==> config.mk <==
export PLATFORM = sky130hd
export DESIGN_NAME = cla_chain_adder
export DESIGN_NICKNAME = d
export VERILOG_FILES = /design/src/rtl/cla_chain_adder.sv
export SDC_FILE = /design/constraint.sdc
export NUM_CORES = 1
export LEC_CHECK = 0
export CAP_MARGIN = 20
export CORE_MARGIN = 2
export CORE_UTILIZATION = 45
export CTS_BUF_LIST = sky130_fd_sc_hd__clkbuf_8
export CTS_CLUSTER_SIZE = 8
export DETAILED_ROUTE_END_ITERATION = 6
export PLACE_DENSITY = 0.78
export SYNTH_ARGS = -nofsm -noshare
export SYNTH_HDL_FRONTEND = slang
export SYNTH_SLANG_ARGS = --single-unit
==> constraint.sdc <==
create_clock -name clk -period 7.1 [get_ports clk]
set_clock_uncertainty 0.05 [all_clocks]
set_input_delay 1.42 -clock clk [delete_from_list [all_inputs] [get_ports clk]]
set_output_delay 1.42 -clock clk [all_outputs]
set_load 0.02 [all_outputs]
==> src/rtl/cla_chain_adder.sv <==
// rtl/cla_chain_adder.sv - multi-cycle wide adder, one byte per clock through chained 8-bit CLAs
//
// cla_8bit        : combinational 8-bit carry-lookahead adder.
//   a_i, b_i      : 8-bit unsigned operands
//   s_o           : 9-bit sum, s_o[8] is the carry-out
//
// cla_chain_adder : NBYTES-byte adder, LSB byte first, valid/ready on both sides.
//   clk, rst_n    : rising-edge clock, asynchronous active-low reset
//   in_valid/in_ready   : operand handshake, a/b sampled only on the accept edge
//   a, b          : 8*NBYTES-bit unsigned operands
//   out_valid/out_ready : result handshake
//   sum           : 8*NBYTES+1-bit result, MSB is the final carry-out

module cla_8bit (
  input  logic [7:0] a_i,
  input  logic [7:0] b_i,
  output logic [8:0] s_o
);

  logic [7:0] g;
  logic [7:0] p;
  logic [8:0] c;
  logic       term;

  // Every carry is a flat sum-of-products of generate/propagate terms,
  // so no carry depends on another carry.
  always_comb begin
    g    = a_i & b_i;
    p    = a_i ^ b_i;
    c    = '0;
    term = 1'b0;
    for (int i = 0; i < 8; i++) begin
      c[i+1] = g[i];
      for (int j = 0; j < i; j++) begin
        term = g[j];
        for (int k = j + 1; k <= i; k++) begin
          term = term & p[k];
        end
        c[i+1] = c[i+1] | term;
      end
    end
    s_o = {c[8], p ^ c[7:0]};
  end

endmodule

module cla_chain_adder #(
  parameter int NBYTES = 4
) (
  input  logic                clk,
  input  logic                rst_n,
  input  logic                in_valid,
  output logic                in_ready,
  input  logic [8*NBYTES-1:0] a,
  input  logic [8*NBYTES-1:0] b,
  output logic                out_valid,
  input  logic                out_ready,
  output logic [8*NBYTES:0]   sum
);

  localparam int W    = 8 * NBYTES;
  localparam int IDXW = (NBYTES > 1) ? $clog2(NBYTES) : 1;

  typedef enum logic [1:0] {
    IDLE = 2'd0,
    ADD  = 2'd1,
    DONE = 2'd2
  } state_t;

  state_t          state_q, state_d;
  logic [W-1:0]    a_q, a_d;
  logic [W-1:0]    b_q, b_d;
  logic            carry_q, carry_d;
  logic [IDXW-1:0] idx_q, idx_d;
  logic [W:0]      sum_q, sum_d;

  logic [7:0] a_byte;
  logic [7:0] b_byte;
  logic [8:0] s1;
  logic [8:0] s2;

  // Select the current limb with a shift so the index stays a plain register.
  assign a_byte = 8'(a_q >> {idx_q, 3'b000});
  assign b_byte = 8'(b_q >> {idx_q, 3'b000});

  cla_8bit u_stage1 (
    .a_i (a_byte),
    .b_i (b_byte),
    .s_o (s1)
  );

  // Second stage folds in the inter-byte carry; s1[8] and s2[8] are mutually
  // exclusive because s1[7:0] + 1 can only overflow when s1[7:0] is 8'hFF.
  cla_8bit u_stage2 (
    .a_i (s1[7:0]),
    .b_i ({7'b0, carry_q}),
    .s_o (s2)
  );

  always_ff @(posedge clk or negedge rst_n) begin
    if (!rst_n) begin
      state_q <= IDLE;
      a_q     <= '0;
      b_q     <= '0;
      carry_q <= 1'b0;
      idx_q   <= '0;
      sum_q   <= '0;
    end else begin
      state_q <= state_d;
      a_q     <= a_d;
      b_q     <= b_d;
      carry_q <= carry_d;
      idx_q   <= idx_d;
      sum_q   <= sum_d;
    end
  end

  always_comb begin
    state_d = state_q;
    a_d     = a_q;
    b_d     = b_q;
    carry_d = carry_q;
    idx_d   = idx_q;
    sum_d   = sum_q;

    unique case (state_q)
      IDLE: begin
        if (in_valid) begin
          state_d = ADD;
          a_d     = a;
          b_d     = b;
          carry_d = 1'b0;
          idx_d   = '0;
          sum_d   = '0;
        end
      end
      ADD: begin
        for (int k = 0; k < NBYTES; k++) begin
          if (idx_q == IDXW'(k)) begin
            sum_d[8*k +: 8] = s2[7:0];
          end
        end
        carry_d = s1[8] | s2[8];
        idx_d   = idx_q + IDXW'(1);
        if (idx_q == IDXW'(NBYTES - 1)) begin
          sum_d[W] = s1[8] | s2[8];
          state_d  = DONE;
        end
      end
      DONE: begin
        if (out_ready) begin
          state_d = IDLE;
        end
      end
      default: begin
        state_d = IDLE;
      end
    endcase
  end

  assign in_ready  = (state_q == IDLE);
  assign out_valid = (state_q == DONE);
  assign sum       = sum_q;

endmodule

After elaboration in Yosys (flattened, before gate mapping)
Index checks and enable logic that the tools add are counted.
{"block": "op_classes", "n_reduce_logical": 10, "bitwise": 119, "n_shift": 2, "add_sub_neg": 1, "n_div": 0, "n_mux": 15, "magnitude_cmp": 0, "eq_ne": 11, "mul": 0}
{"cell": "$pmux 33 s2", "count": 1}
{"cell": "$shr 32x5->8", "count": 2}
{"cell": "$or 1x1->1", "count": 57}
{"cell": "$and 1x1->1", "count": 56}
{"cell": "$mux 33", "count": 1}
{"cell": "$mux 8", "count": 4}
{"cell": "$xor 8x8->8", "count": 3}
{"cell": "$reduce_and 3->1", "count": 5}
{"cell": "$ne 2x2->1 const B", "count": 5}
{"cell": "$and 8x1->8", "count": 1}
{"cell": "$and 8x8->8", "count": 1}
{"cell": "$mux 2", "count": 4}
{"cell": "$xor 8x1->8", "count": 1}
{"cell": "$eq 2x2->1 const B", "count": 3}
{"cell": "$pmux 2 s3", "count": 1}
{"cell": "$eq 2x1->1 const B", "count": 2}
{"cell": "$logic_not 2->1", "count": 2}
{"cell": "$pmux 2 s2", "count": 1}
{"cell": "$reduce_and 2->1", "count": 2}
{"cell": "$add 2x1->2 const B", "count": 1}
{"cell": "$mux 1", "count": 2}
{"cell": "$ne 2x1->1 const B", "count": 1}
{"cell": "$pmux 1 s2", "count": 1}
{"cell": "$reduce_bool 2->1", "count": 1}
{"block": "totals", "n_memories": 0, "regBits": 102, "input_bits": 68, "latch_bits": 0, "word_cells": 167, "out_inout_bits": 35, "mem_bits_rw": 0, "rom_bits": 0}

Depth between registers and ports, before layout
Gate-level depths: netlist (run 1).
{"block": "depth", "depth_word": 33, "mapped_depth": 16}

Hierarchy
Synthesis (run 1) repeated with hierarchy kept, for this count alone.
{"block": "hier_totals", "cells_unflattened": 339, "hier_area_um2": 4914.7}
{"mod": "cla_chain_adder", "area_per_inst_um2": 4374.2, "cells_per_inst": 279, "instances": 1, "seq_area_each_um2": 2552.4}
{"mod": "cla_8bit", "area_per_inst_um2": 270.3, "cells_per_inst": 30, "instances": 2, "seq_area_each_um2": 0.0}

Worst setup path after synthesis (run 1)
Ideal clock, no wire load.
{"block": "synth_timing", "kind": "register to register", "start": "reg idx_q[0]", "end": "reg carry_q", "t_arrival_ns": 3.637, "n_path_buf": 2, "stages_incl_launch_ff": 15, "period_less_slack_ns": 3.823, "path_slack_ns": 3.277, "path_cell_list": "dfrtp_1 -> buf_4 -> buf_4 -> mux4_2 -> ha_1 -> fa_1 -> ha_1 -> ha_1 -> ha_1 -> ha_1 -> ha_1 -> ha_1 -> ha_1 -> nor4_1 -> a211oi_1"}
{"block": "synth_between", "elab_chain_len": 26}
{"item": "start: declaration", "line": "74", "rtl": "logic [IDXW-1:0] idx_q, idx_d;"}
{"item": "start signal: assignment", "line": "113", "rtl": "idx_q <= idx_d;"}
{"item": "$shr 32x5->8 (on tied branches)", "line": "83, 84"}
{"item": "$and 8x8->8 or $xor 8x8->8 (tied branches)", "line": "28, 29"}
{"item": "$and 1x1->1 (6 in series)", "line": "37", "rtl": "term = term & p[k];"}
{"item": "$or 1x1->1 (6 in series)", "line": "39", "rtl": "c[i+1] = c[i+1] | term;"}
{"item": "$xor 8x8->8", "line": "42", "rtl": "s_o = {c[8], p ^ c[7:0]};"}
{"item": "$xor 8x1->8", "line": "29", "rtl": "p = a_i ^ b_i;"}
{"item": "$and 1x1->1", "line": "37"}
{"item": "$or 1x1->1 (7 in series)", "line": "39"}
{"item": "$or 1x1->1 (*)", "line": "143", "rtl": "carry_d = s1[8] | s2[8];"}
{"item": "$pmux 1 s2 (*)", "line": "126", "rtl": "unique case (state_q)"}
{"item": "end signal: assignment", "line": "112", "rtl": "carry_q <= carry_d;"}
{"item": "end: declaration", "line": "73", "rtl": "logic carry_q, carry_d;"}
Mark *: on every way between the ends. The rest lies on a longest branch, timed or not.
A chain may end at the register's enable or synchronous reset.

Final worst setup path (run 1)
{"block": "layout_timing", "start": "reg idx_q[0]", "end": "reg sum_q[32] (netlist: sum[32])"}
{"block": "layout_between", "elab_chain_len": 27}
{"item": "$shr 32x5->8 (on tied branches)", "line": "83, 84"}
{"item": "$and 8x8->8 or $xor 8x8->8 (tied branches)", "line": "28, 29"}
{"item": "$and 1x1->1 (6 in series)", "line": "37"}
{"item": "$or 1x1->1 (6 in series)", "line": "39"}
{"item": "$xor 8x8->8", "line": "42"}
{"item": "$xor 8x1->8", "line": "29"}
{"item": "$and 1x1->1", "line": "37"}
{"item": "$or 1x1->1 (7 in series)", "line": "39"}
{"item": "$or 1x1->1", "line": "146", "rtl": "sum_d[W] = s1[8] | s2[8];"}
{"item": "$mux 1", "line": "145", "rtl": "if (idx_q == IDXW'(NBYTES - 1)) begin"}
{"item": "$pmux 33 s2", "line": "126"}
{"item": "end signal: assignment", "line": "114", "rtl": "sum_q <= sum_d;"}
{"item": "end: declaration", "line": "75", "rtl": "logic [W:0] sum_q, sum_d;"}
Several ways; a longest one is shown, not always the timed one. The select of a mux whose other input is x is not followed.

==> reports/results.tsv, run 1 <==
stage	metric	value	unit
run_status	status	completed	
placement	dp_cells	657	
clocking	clock_sinks	102	
floorplan	start_util	0.4612	
worst_setup_path	endpoint_kind	flop	
routing	viasPerCell	5.220	
synth	synth_edf_count	0	
grt	grt-ovfl-total	0	
power_and_ir_drop	power.leakage	0.002929	uW
clocking	cts_tree	built	
synth	syn_nets	529	
synth	async_flop_share	1.000	
clocking	cts_buffers	9	
clocking	post_cts_buffers	0	
sta	hold_violations	0	
worst_setup_path	start_kind	flop	
sta	rsz0062_at_grt	false	
clocking	cts_root_buf	clkbuf_8	
routing	vias	3513	
sta	fmax	233.1	MHz
routing	drc	0	
synth	synth_area_per_cell	10.80	um2
floorplan	dieWidth	106.6	um
synth	syn_inst	439	
floorplan	io_pins	103	
min_path	worstHoldPathType	reg2reg	
grt	grt_pass1_vias	3625	
synth	synth_cell_types	37	
clocking	postCtsResizedCells	0	
clocking	clk_path_buf_depth	2	
routing	ant_nets	0	
grt	gr-usage-all-layers	0.2021	
synth	syn-cell-area	4740	um2
sta	fin_crit_sh	0.6042	
floorplan	rows	37	
placement	port_buffers	102	
floorplan	die_area	11370	um2
sta	setup_viol	0	
cells_and_area	num_antenna_cells	0	
grt	grt_pass1_wl	17.84	mm
sta	setup-tns-final	0	ns
power_and_ir_drop	powerDensity	519.7	nW/um2
placement	gp_congestion	0.8249	
sta	slew-limit-headroom	0.4696	
grt	grt_max_degree	70	
floorplan	core_area	10280	um2
clocking	cts_max_level	3	
routing	first_pass_iters	4	
worst_setup_path	crit_fanout	11	
worst_setup_path	crit_type	reg2reg	
cells_and_area	syn_to_final_growth	26.72	%
cells_and_area	fin_cells	673	
cells_and_area	nets	622	
cells_and_area	post-route-util	0.5844	
worst_setup_path	worstPathRequired	7.27	ns
synth	yosys_warnings	0	
placement	dp_hpwl	7.752	mm
synth	ys_seq_area_frac	0.5385	
routing	drt_iter0_markers	152	
sta	drv_slew	0	
routing	wl_per_cell	15.68	um
worst_setup_path	arrival	4.46	ns
synth	synth-seq-cells	102	
floorplan	die_height	106.6	um
sta	min_period	4.290	ns
sta	worst_slew_pin_slew	0.7956	ns
sta	whs	0.4310	ns
routing	wl	10.55	mm
cells_and_area	drive_gt1_frac	0.08566	
clocking	clk_pin_slew_worst_paths	0.09	ns
clocking	cts_hold_buf	0	
synth	yosys_most_used_dff	dfrtp_1	
power_and_ir_drop	vdd_drop_max	0.2052	mV
grt	antenna_found_initial	0	
clocking	clk_latency	0.36	ns
flow_run	drv_cap	0	
synthesized netlist by cell type (all sizes together) (2+ instances only):
library cell  instances  area share
nor3                  3      0.0032
o21ai                 3      0.0032
buf                  19       0.035
nand2               193        0.15
nor2b                 3      0.0045
nor4                  3      0.0040
ha                   21       0.055
a21o                  2      0.0032
inv                   3      0.0024
o31ai                 2      0.0061
a21oi                 3      0.0032
dfrtp               102        0.54
o21a                  2      0.0032
nor2                  8       0.013
xor2                  2      0.0037
and2                  4      0.0053
clkbuf                5      0.0040
mux4                 16       0.076
a22o                 32       0.059
critical path, stage by stage (launching register included):
cell and delay (ns):
dfrtp_1 0.67, buf_4 0.34, mux4_2 0.53, ha_1 0.26
fa_1 0.49, ha_1 0.20, ha_1 0.20, ha_1 0.21
ha_1 0.20, ha_1 0.18, ha_1 0.19, ha_1 0.22
nor3_1 0.21, a21o_1 0.15, a31oi_1 0.04
layout make-up:
class	instances	area (um2)
fill	870	4272
sequential	102	2552
multi-input combinational	310	1993
timing repair buffer	106	1049
tap	136	170.2
clock buffer	10	137.6
clock inverter	6	92.59
inverter	3	11.26
flip-flops by register name, indices dropped and copies added (netlist names):
register,flops
state_q,2
b_q,32
idx_q,2
a_q,32
carry_q,1
sum,33
metal layers:
layer	global-route usage	vias up	part of all wire
met1	0.2728	1715	0.45
met4	0.06030	0	0.018
met3	0.03647	14	0.047
li1	-	1671	-
met5	0	-	0
met2	0.3362	113	0.49
through the flow:
stage               power (uW)  worst slack (ns)  area (um2)
global route              3355             2.532        6006
finish                    3121             2.810        6006
global placement          2608             2.955        5776
detailed placement        2693             2.806        5776
CTS                       3123             2.781        6006
floorplan                 2215             3.277        4740
cells in the final DEF, fill, tap and decap left out, types with 3 or more instances in the layout:
| master | count |
|---|---|
| clkbuf_8 | 10 |
| and2_1 | 3 |
| nor4_1 | 3 |
| a21oi_1 | 3 |
| a22o_1 | 32 |
| mux4_2 | 16 |
| clkdlybuf4s50_1 | 101 |
| o21ai_0 | 3 |
| dfrtp_1 | 102 |
| inv_1 | 3 |
| nor3_1 | 3 |
| nor2_4 | 4 |
| buf_4 | 5 |
| nand2_1 | 193 |
| ha_1 | 21 |
| nor2_1 | 4 |
final timing paths:
check / startpoint / cells after the start / slack, ns / end
hold reg to reg: a_q[29]$_DFFE_PN0P_ / 2 / 0.43 / a_q[29]$_DFFE_PN0P_
hold / removal: a_q[29]$_DFFE_PN0P_ / 2 / 0.43 / a_q[29]$_DFFE_PN0P_
max in group asynchronous: rst_n / 2 / 4.90 / b_q[16]$_DFFE_PN0P_
setup reg to reg: idx_q[0]$_DFFE_PN0P_ / 14 / 2.81 / sum[32]$_DFFE_PN0P_
setup / recovery: idx_q[0]$_DFFE_PN0P_ / 14 / 2.81 / sum[32]$_DFFE_PN0P_
min in group asynchronous: rst_n / 1 / 0.97 / state_q[0]$_DFFE_PN0P_
kinds of logic (layout without fill, tap and decap cells):
kind of cell	count (synthesis)	in the layout	synth area share
compound gates	50	50	0.08923
xor+xnor	3	3	0.005545
fa+ha+maj	22	22	0.05966
buf+inv	27	125	0.04118
flops	102	102	0.5385
mux	16	16	0.07603
simple gates	219	219	0.1898
report_power, final:
group | total, uW | internal (uW) | leakage, uW | switching, uW
clock network | 414 | 211 | 0.000115 | 202
logic | 1700 | 787 | 0.00152 | 917
registers | 1000 | 832 | 0.00129 | 172
total | 3120 | 1830 | 0.00293 | 1290
No activity file was read; power rests on OpenSTA's default activity.
==> inputs of run 2 (changes only) <==
Clock period 7.1 ns to 4.1 ns, I/O delays scaled along.
==> run 2 against run 1 <==
Net effect: utilization is 0.061 points higher; sequential share of layout area barely moved; wire length up 0.51%; critical path depth unchanged; cell count grew 0.59%; via count up 1.5%.
==> reports/results.tsv, run 2 (same netlist as run 1, synthesis figures left out) <==
stage	metric	value	unit
cells_and_area	fill_cells	871	
sta	min_period	3.813	ns
sta	slew-limit-headroom	0.5280	
worst_setup_path	arrival	4.00	ns
floorplan	die_height	106.6	um
clocking	cts_root_buf	clkbuf_8	
floorplan	start_util	0.4612	
grt	gr-usage-all-layers	0.1979	
routing	viasPerCell	5.267	
clocking	post_cts_buffers	0	
routing	ant_nets	0	
clocking	clk_latency	0.37	ns
clocking	cts_max_level	3	
sta	rsz0062_at_grt	false	
power_and_ir_drop	vdd_drop_max	0.4581	mV
placement	gp_congestion	0.8188	
worst_setup_path	worstPathRequired	4.29	ns
grt	antenna_found_initial	0	
grt	grt-ovfl-total	0	
min_path	worstHoldPathType	in2async	
floorplan	core_area	10280	um2
cells_and_area	mostFrequentLayoutCells	nand2_1, dfrtp_1, clkdlybuf4s50_1, a22o_1, ha_1	
placement	port_buffers	102	
run_status	status	completed	
cells_and_area	final_area	6012	um2
grt	grt_max_degree	55	
worst_setup_path	crit_fanout	10	
sta	hold_violations	0	
sta	setup-tns-final	0	ns
sta	fin_crit_sh	0.9299	
grt	grt_pass1_vias	3597	
placement	dp_hpwl	8.052	mm
routing	first_pass_iters	4	
power_and_ir_drop	power.leakage	0.002933	uW
clocking	clock_sinks	102	
sta	drv_slew	0	
worst_setup_path	cpPeakStageDelay	0.54	ns
floorplan	dieWidth	106.6	um
cells_and_area	post-route-util	0.5850	
routing	wl	10.61	mm
routing	vias	3566	
cells_and_area	final_common_cell	nand2_1	
grt	grt_pass1_wl	17.55	mm
worst_setup_path	slowest_stage	mux4_2	
worst_setup_path	critPathMostFrequentCell	ha_1	
placement	dp_cells	661	
power_and_ir_drop	power	5372	uW
clocking	postCtsResizedCells	0	
routing	drt_iter0_markers	223	
worst_setup_path	crit_type	reg2reg	
floorplan	die_area	11370	um2
sta	worst_slew_pin_slew	0.7080	ns
clocking	cts_tree	built	
sta	fmax	262.3	MHz
cells_and_area	fin_cells	677	
clocking	cts_buffers	9	
worst_setup_path	crit_chain	buf_4, mux4_2, ha_1, ha_1, o21a_1, o21a_1, nor2_1, xnor2_1, ha_1, ha_1, ha_1, ha_1, nor4_1, a211oi_1	
routing	wl_per_cell	15.67	um
cells_and_area	syn_to_final_growth	26.85	%
clocking	clk_path_buf_depth	2	
cells_and_area	largest_register_ffs	33	
sta	setup_viol	0	
power_and_ir_drop	powerDensity	893.5	nW/um2
worst_setup_path	start_kind	flop	
cells_and_area	nets	626	
cells_and_area	num_antenna_cells	0	
clocking	cts_hold_buf	0	
worst_setup_path	rrSetupSlack	0.29	ns
worst_setup_path	endpoint_kind	flop	
floorplan	rows	37	
placement	placed_area	5806	um2
cells_and_area	drive_gt1_frac	0.09427	
floorplan	io_pins	103	
routing	drc	0	
clocking	clk_pin_slew_worst_paths	0.10	ns
flow_run	drv_cap	0	
## run 2: cell types whose count changed in the layout (fill, tap and decap cells not counted), sizes merged
cell	previous run	this run
bufinv	2	1
clkbuf	10	9
buf	5	9
clkinv	1	3
## run 2: cell type report
class | count | area [um2] | area share
Multi-Input combinational cell | 310 | 1993 | 0.3315
Timing Repair Buffer | 110 | 1079 | 0.1794
Tap cell | 136 | 170.2 | 0.02830
Inverter | 3 | 11.26 | 0.001873
Clock inverter | 7 | 81.33 | 0.01353
Sequential cell | 102 | 2554 | 0.4248
Clock buffer | 9 | 123.9 | 0.02060
## run 2: power by group
| part | leakage, uW | internal, uW | switching, uW |
|---|---|---|---|
| logic | 0.00154 | 1380 | 1620 |
| registers | 0.00129 | 1440 | 277 |
| clock network | 0.000100 | 290 | 363 |
## run 2: critical path: cells and delay by family (launching register included)
kind | cells | cell delay (ns)
adder cells (fa/ha/maj) | 6 | 1.27
AO/OA/AOI/OAI | 3 | 0.57
flip-flops | 1 | 0.52
AND/OR/NAND/NOR | 2 | 0.46
XOR/XNOR | 1 | 0.09
buffers and inverters | 1 | 0.20
multiplexers | 1 | 0.54
## run 2: layer usage
metal / track usage / share of wire / up-vias
met2: 0.3321 / 0.49 / 122
met3: 0.03100 / 0.054 / 9
met5: 0 / 0 / -
met1: 0.2629 / 0.44 / 1762
met4: 0.06957 / 0.011 / 0
li1: - / - / 1673
## run 2: stage by stage
step	setup WS [ns]	hold slack [ns]
2_1_floorplan	0.2770	0.3895
3_3_place_gp	0.4064	0.4032
3_5_place_dp	0.1673	0.4099
4_1_cts	0.1637	0.1661
5_1_grt	0.1232	0.1538
6_report	0.2872	0.1655
## run 2: final timing paths
| kind | cells past startpoint | to | start |
|---|---|---|---|
| min in group clk | 2 | a_q[13]$_DFFE_PN0P_ | a_q[13]$_DFFE_PN0P_ |
| worst max register to register | 14 | carry_q$_DFFE_PN0P_ | idx_q[0]$_DFFE_PN0P_ |
| worst min-delay path | 1 | state_q[1]$_DFFE_PN0P_ | rst_n |
| worst min register to register | 2 | a_q[13]$_DFFE_PN0P_ | a_q[13]$_DFFE_PN0P_ |
| worst max-delay path | 14 | carry_q$_DFFE_PN0P_ | idx_q[0]$_DFFE_PN0P_ |
| max in group asynchronous | 2 | idx_q[0]$_DFFE_PN0P_ | rst_n |
==> inputs of run 3 (changes only) <==
Settings changed: ABC_AREA from default to 1.
==> run 3 against run 2 <==
Net effect: wire length up 7.3%; worst hold slack gained 0.030 ns; synthesized cell count is 30% higher; power grew 6.2%; combinational power increased by 9.0%; via count grew 14%; setup slack improved by 0.27 ns.
==> reports/results.tsv, run 3 <==
stage	metric	value	unit
flow_run	drv_cap	0	
worst_setup_path	endpoint_kind	flop	
clocking	clock_sinks	102	
sta	worst_slew_pin_slew	0.6471	ns
power_and_ir_drop	power.leakage	0.003031	uW
synth	synth_cell_types	32	
cells_and_area	drive_gt1_frac	0.07496	
worst_setup_path	r2r_cells	14	
grt	grt_max_degree	85	
cells_and_area	largest_register_ffs	33	
synth	syn-cell-area	4872	um2
clocking	cts_hold_buf	0	
synth	syn_inst	570	
placement	dp_hpwl	8.519	mm
synth	synthTopCellsByArea	dfrtp_1, nand2_1, o21ai_0, ha_1, nor2_1	
clocking	post_cts_buffers	0	
power_and_ir_drop	power	5703	uW
synth	synth_area_leader_cell	dfrtp_1	
sta	setup-tns-final	0	ns
cells_and_area	final_common_cell	nand2_1	
routing	drt_iter0_markers	223	
sta	slew-limit-headroom	0.5686	
floorplan	rows	37	
sta	hold_violations	0	
clocking	cts_tree	built	
floorplan	start_util	0.4677	
synth	synth_edf_count	0	
sta	min_period	3.539	ns
clocking	postCtsResizedCells	0	
cells_and_area	nets	752	
placement	gp_congestion	0.8124	
cells_and_area	mostFrequentLayoutCells	nand2_1, dfrtp_1, clkdlybuf4s50_1, o21ai_0, nor2_1	
sta	setup_ws	0.5607	ns
worst_setup_path	rrSetupSlack	0.56	ns
grt	gr-usage-all-layers	0.2061	
worst_setup_path	crit_path_start	idx_q[1]$_DFFE_PN0P_	
synth	synth_common_cells	nand2_1, dfrtp_1, o21ai_0, nor2_1, ha_1	
routing	viasPerCell	5.067	
clocking	cts_root_buf	clkbuf_8	
cells_and_area	fill_cells	896	
sta	setup_viol	0	
grt	grt-ovfl-total	0	
synth	yosysMostFrequentCell	nand2_1	
routing	ant_nets	0	
worst_setup_path	endpoint	sum[7]$_DFFE_PN0P_	
floorplan	dieWidth	108.1	um
synth	synth_top_area_frac	0.5239	
clocking	clk_path_buf_depth	2	
floorplan	core_area	10420	um2
worst_setup_path	timing.rr.start	idx_q[1]$_DFFE_PN0P_	
clocking	clk_latency	0.37	ns
worst_setup_path	worstPathRequired	4.34	ns
synth	ys_seq_area_frac	0.5239	
synth	yosys_warnings	0	
floorplan	io_pins	103	
routing	wl	11.38	mm
placement	port_buffers	102	
synth	syn_nets	660	
floorplan	die_area	11680	um2
clocking	clk_pin_slew_worst_paths	0.11	ns
worst_setup_path	start_kind	flop	
cells_and_area	syn_to_final_growth	26.86	%
run_status	status	completed	
clocking	cts_buffers	9	
routing	vias	4069	
grt	grt_pass1_vias	4019	
routing	first_pass_iters	5	
worst_setup_path	crit_type	reg2reg	
grt	grt_pass1_wl	19.00	mm
min_path	worstHoldPathType	in2async	
synth	synth_area_per_cell	8.548	um2
synth	synth-seq-cells	102	
synth	async_flop_share	1.000	
routing	drc	0	
routing	wl_per_cell	14.17	um
power_and_ir_drop	powerDensity	922.6	nW/um2
power_and_ir_drop	vdd_drop_max	0.3754	mV
floorplan	die_height	108.1	um
sta	fmax	282.5	MHz
sta	fin_crit_sh	0.8632	
worst_setup_path	r2r_end	sum[7]$_DFFE_PN0P_	
clocking	cts_max_level	3	
worst_setup_path	crit_fanout	19	
sta	drv_slew	0	
sta	rsz0062_at_grt	false	
placement	preCtsSetupSlack	0.5709	ns
worst_setup_path	arrival	3.78	ns
grt	antenna_found_initial	0	
synth	yosys_most_used_dff	dfrtp_1	
cells_and_area	num_antenna_cells	0	
[run 3: cells by family (layout without fill, tap and decap cells)]
kind of cell / Yosys count / after routing / share of synthesized area
buffers and inverters: 40 / 137 / 0.04212
DFF: 102 / 102 / 0.5239
AOI/OAI and AO/OA: 88 / 88 / 0.1086
xor gates and xnor gates: 6 / 6 / 0.01079
and+or+nand+nor: 312 / 312 / 0.2565
adders and majority gates: 22 / 22 / 0.05804
[run 3: per-layer routing]
metal / track usage / up-vias / wire length [um]
li1: - / 2006 / -
met1: 0.2724 / 1883 / 5052
met2: 0.3455 / 157 / 5453
met3: 0.03134 / 23 / 626
met4: 0.07509 / 0 / 248
met5: 0 / - / 0
[run 3: how the worst min path moves through the flow]
stage                                      to  slack, ns  cells past startpoint
after global placement    b_q[14]$_DFFE_PN0P_       0.41                      2
after detailed placement   sum[5]$_DFFE_PN0P_       0.42                      2
after CTS                 sum[10]$_DFFE_PN0P_       0.45                      2
final                      sum[5]$_DFFE_PN0P_       0.20                      1
after floorplan           a_q[16]$_DFFE_PN0P_       0.39                      2
after global routing       sum[2]$_DFFE_PN0P_       0.19                      1
[run 3: area by class of cell]
| cell class | instances | area, um2 | area share |
|---|---|---|---|
| clock buffers | 9 | 123.9 | 0.02004 |
| clock inverters | 7 | 77.57 | 0.01255 |
| inverters | 11 | 43.79 | 0.007085 |
| multi-input cells | 428 | 2115 | 0.3421 |
| flip-flops and latches | 102 | 2552 | 0.4130 |
| well taps | 136 | 170.2 | 0.02753 |
| repair buffers | 110 | 1099 | 0.1777 |
[run 3: through the flow]
step | area [um2] | utilization | std cells | hold WS (ns)
5_1_grt | 6181 | 0.5934 | 803 | 0.1872
3_3_place_gp | 5952 | 0.5714 | 786 | 0.4131
3_5_place_dp | 5952 | 0.5714 | 786 | 0.4222
6_report | 6181 | 0.5934 | 803 | 0.1960
4_1_cts | 6153 | 0.5908 | 802 | 0.4469
2_1_floorplan | 4872 | - | 570 | 0.3936
[run 3: power by group]
group / switching, uW / internal, uW / leakage (uW)
Combinational: 2030 / 1240 / 0.00164
Sequential: 307 / 1470 / 0.00129
Clock: 367 / 291 / 0.000106
Total: 2700 / 3000 / 0.00303
[run 3: worst max-delay path: stages, from the launching register on]
cell and delay, ns:
dfrtp_1 0.40, inv_1 0.34, o21ai_0 0.18, o22ai_1 0.17, ha_1 0.23, fa_1 0.40, ha_1 0.20, ha_1 0.20
ha_1 0.19, ha_1 0.19, ha_1 0.17, ha_1 0.18, ha_1 0.27, nand2_1 0.10, o21ai_0 0.20
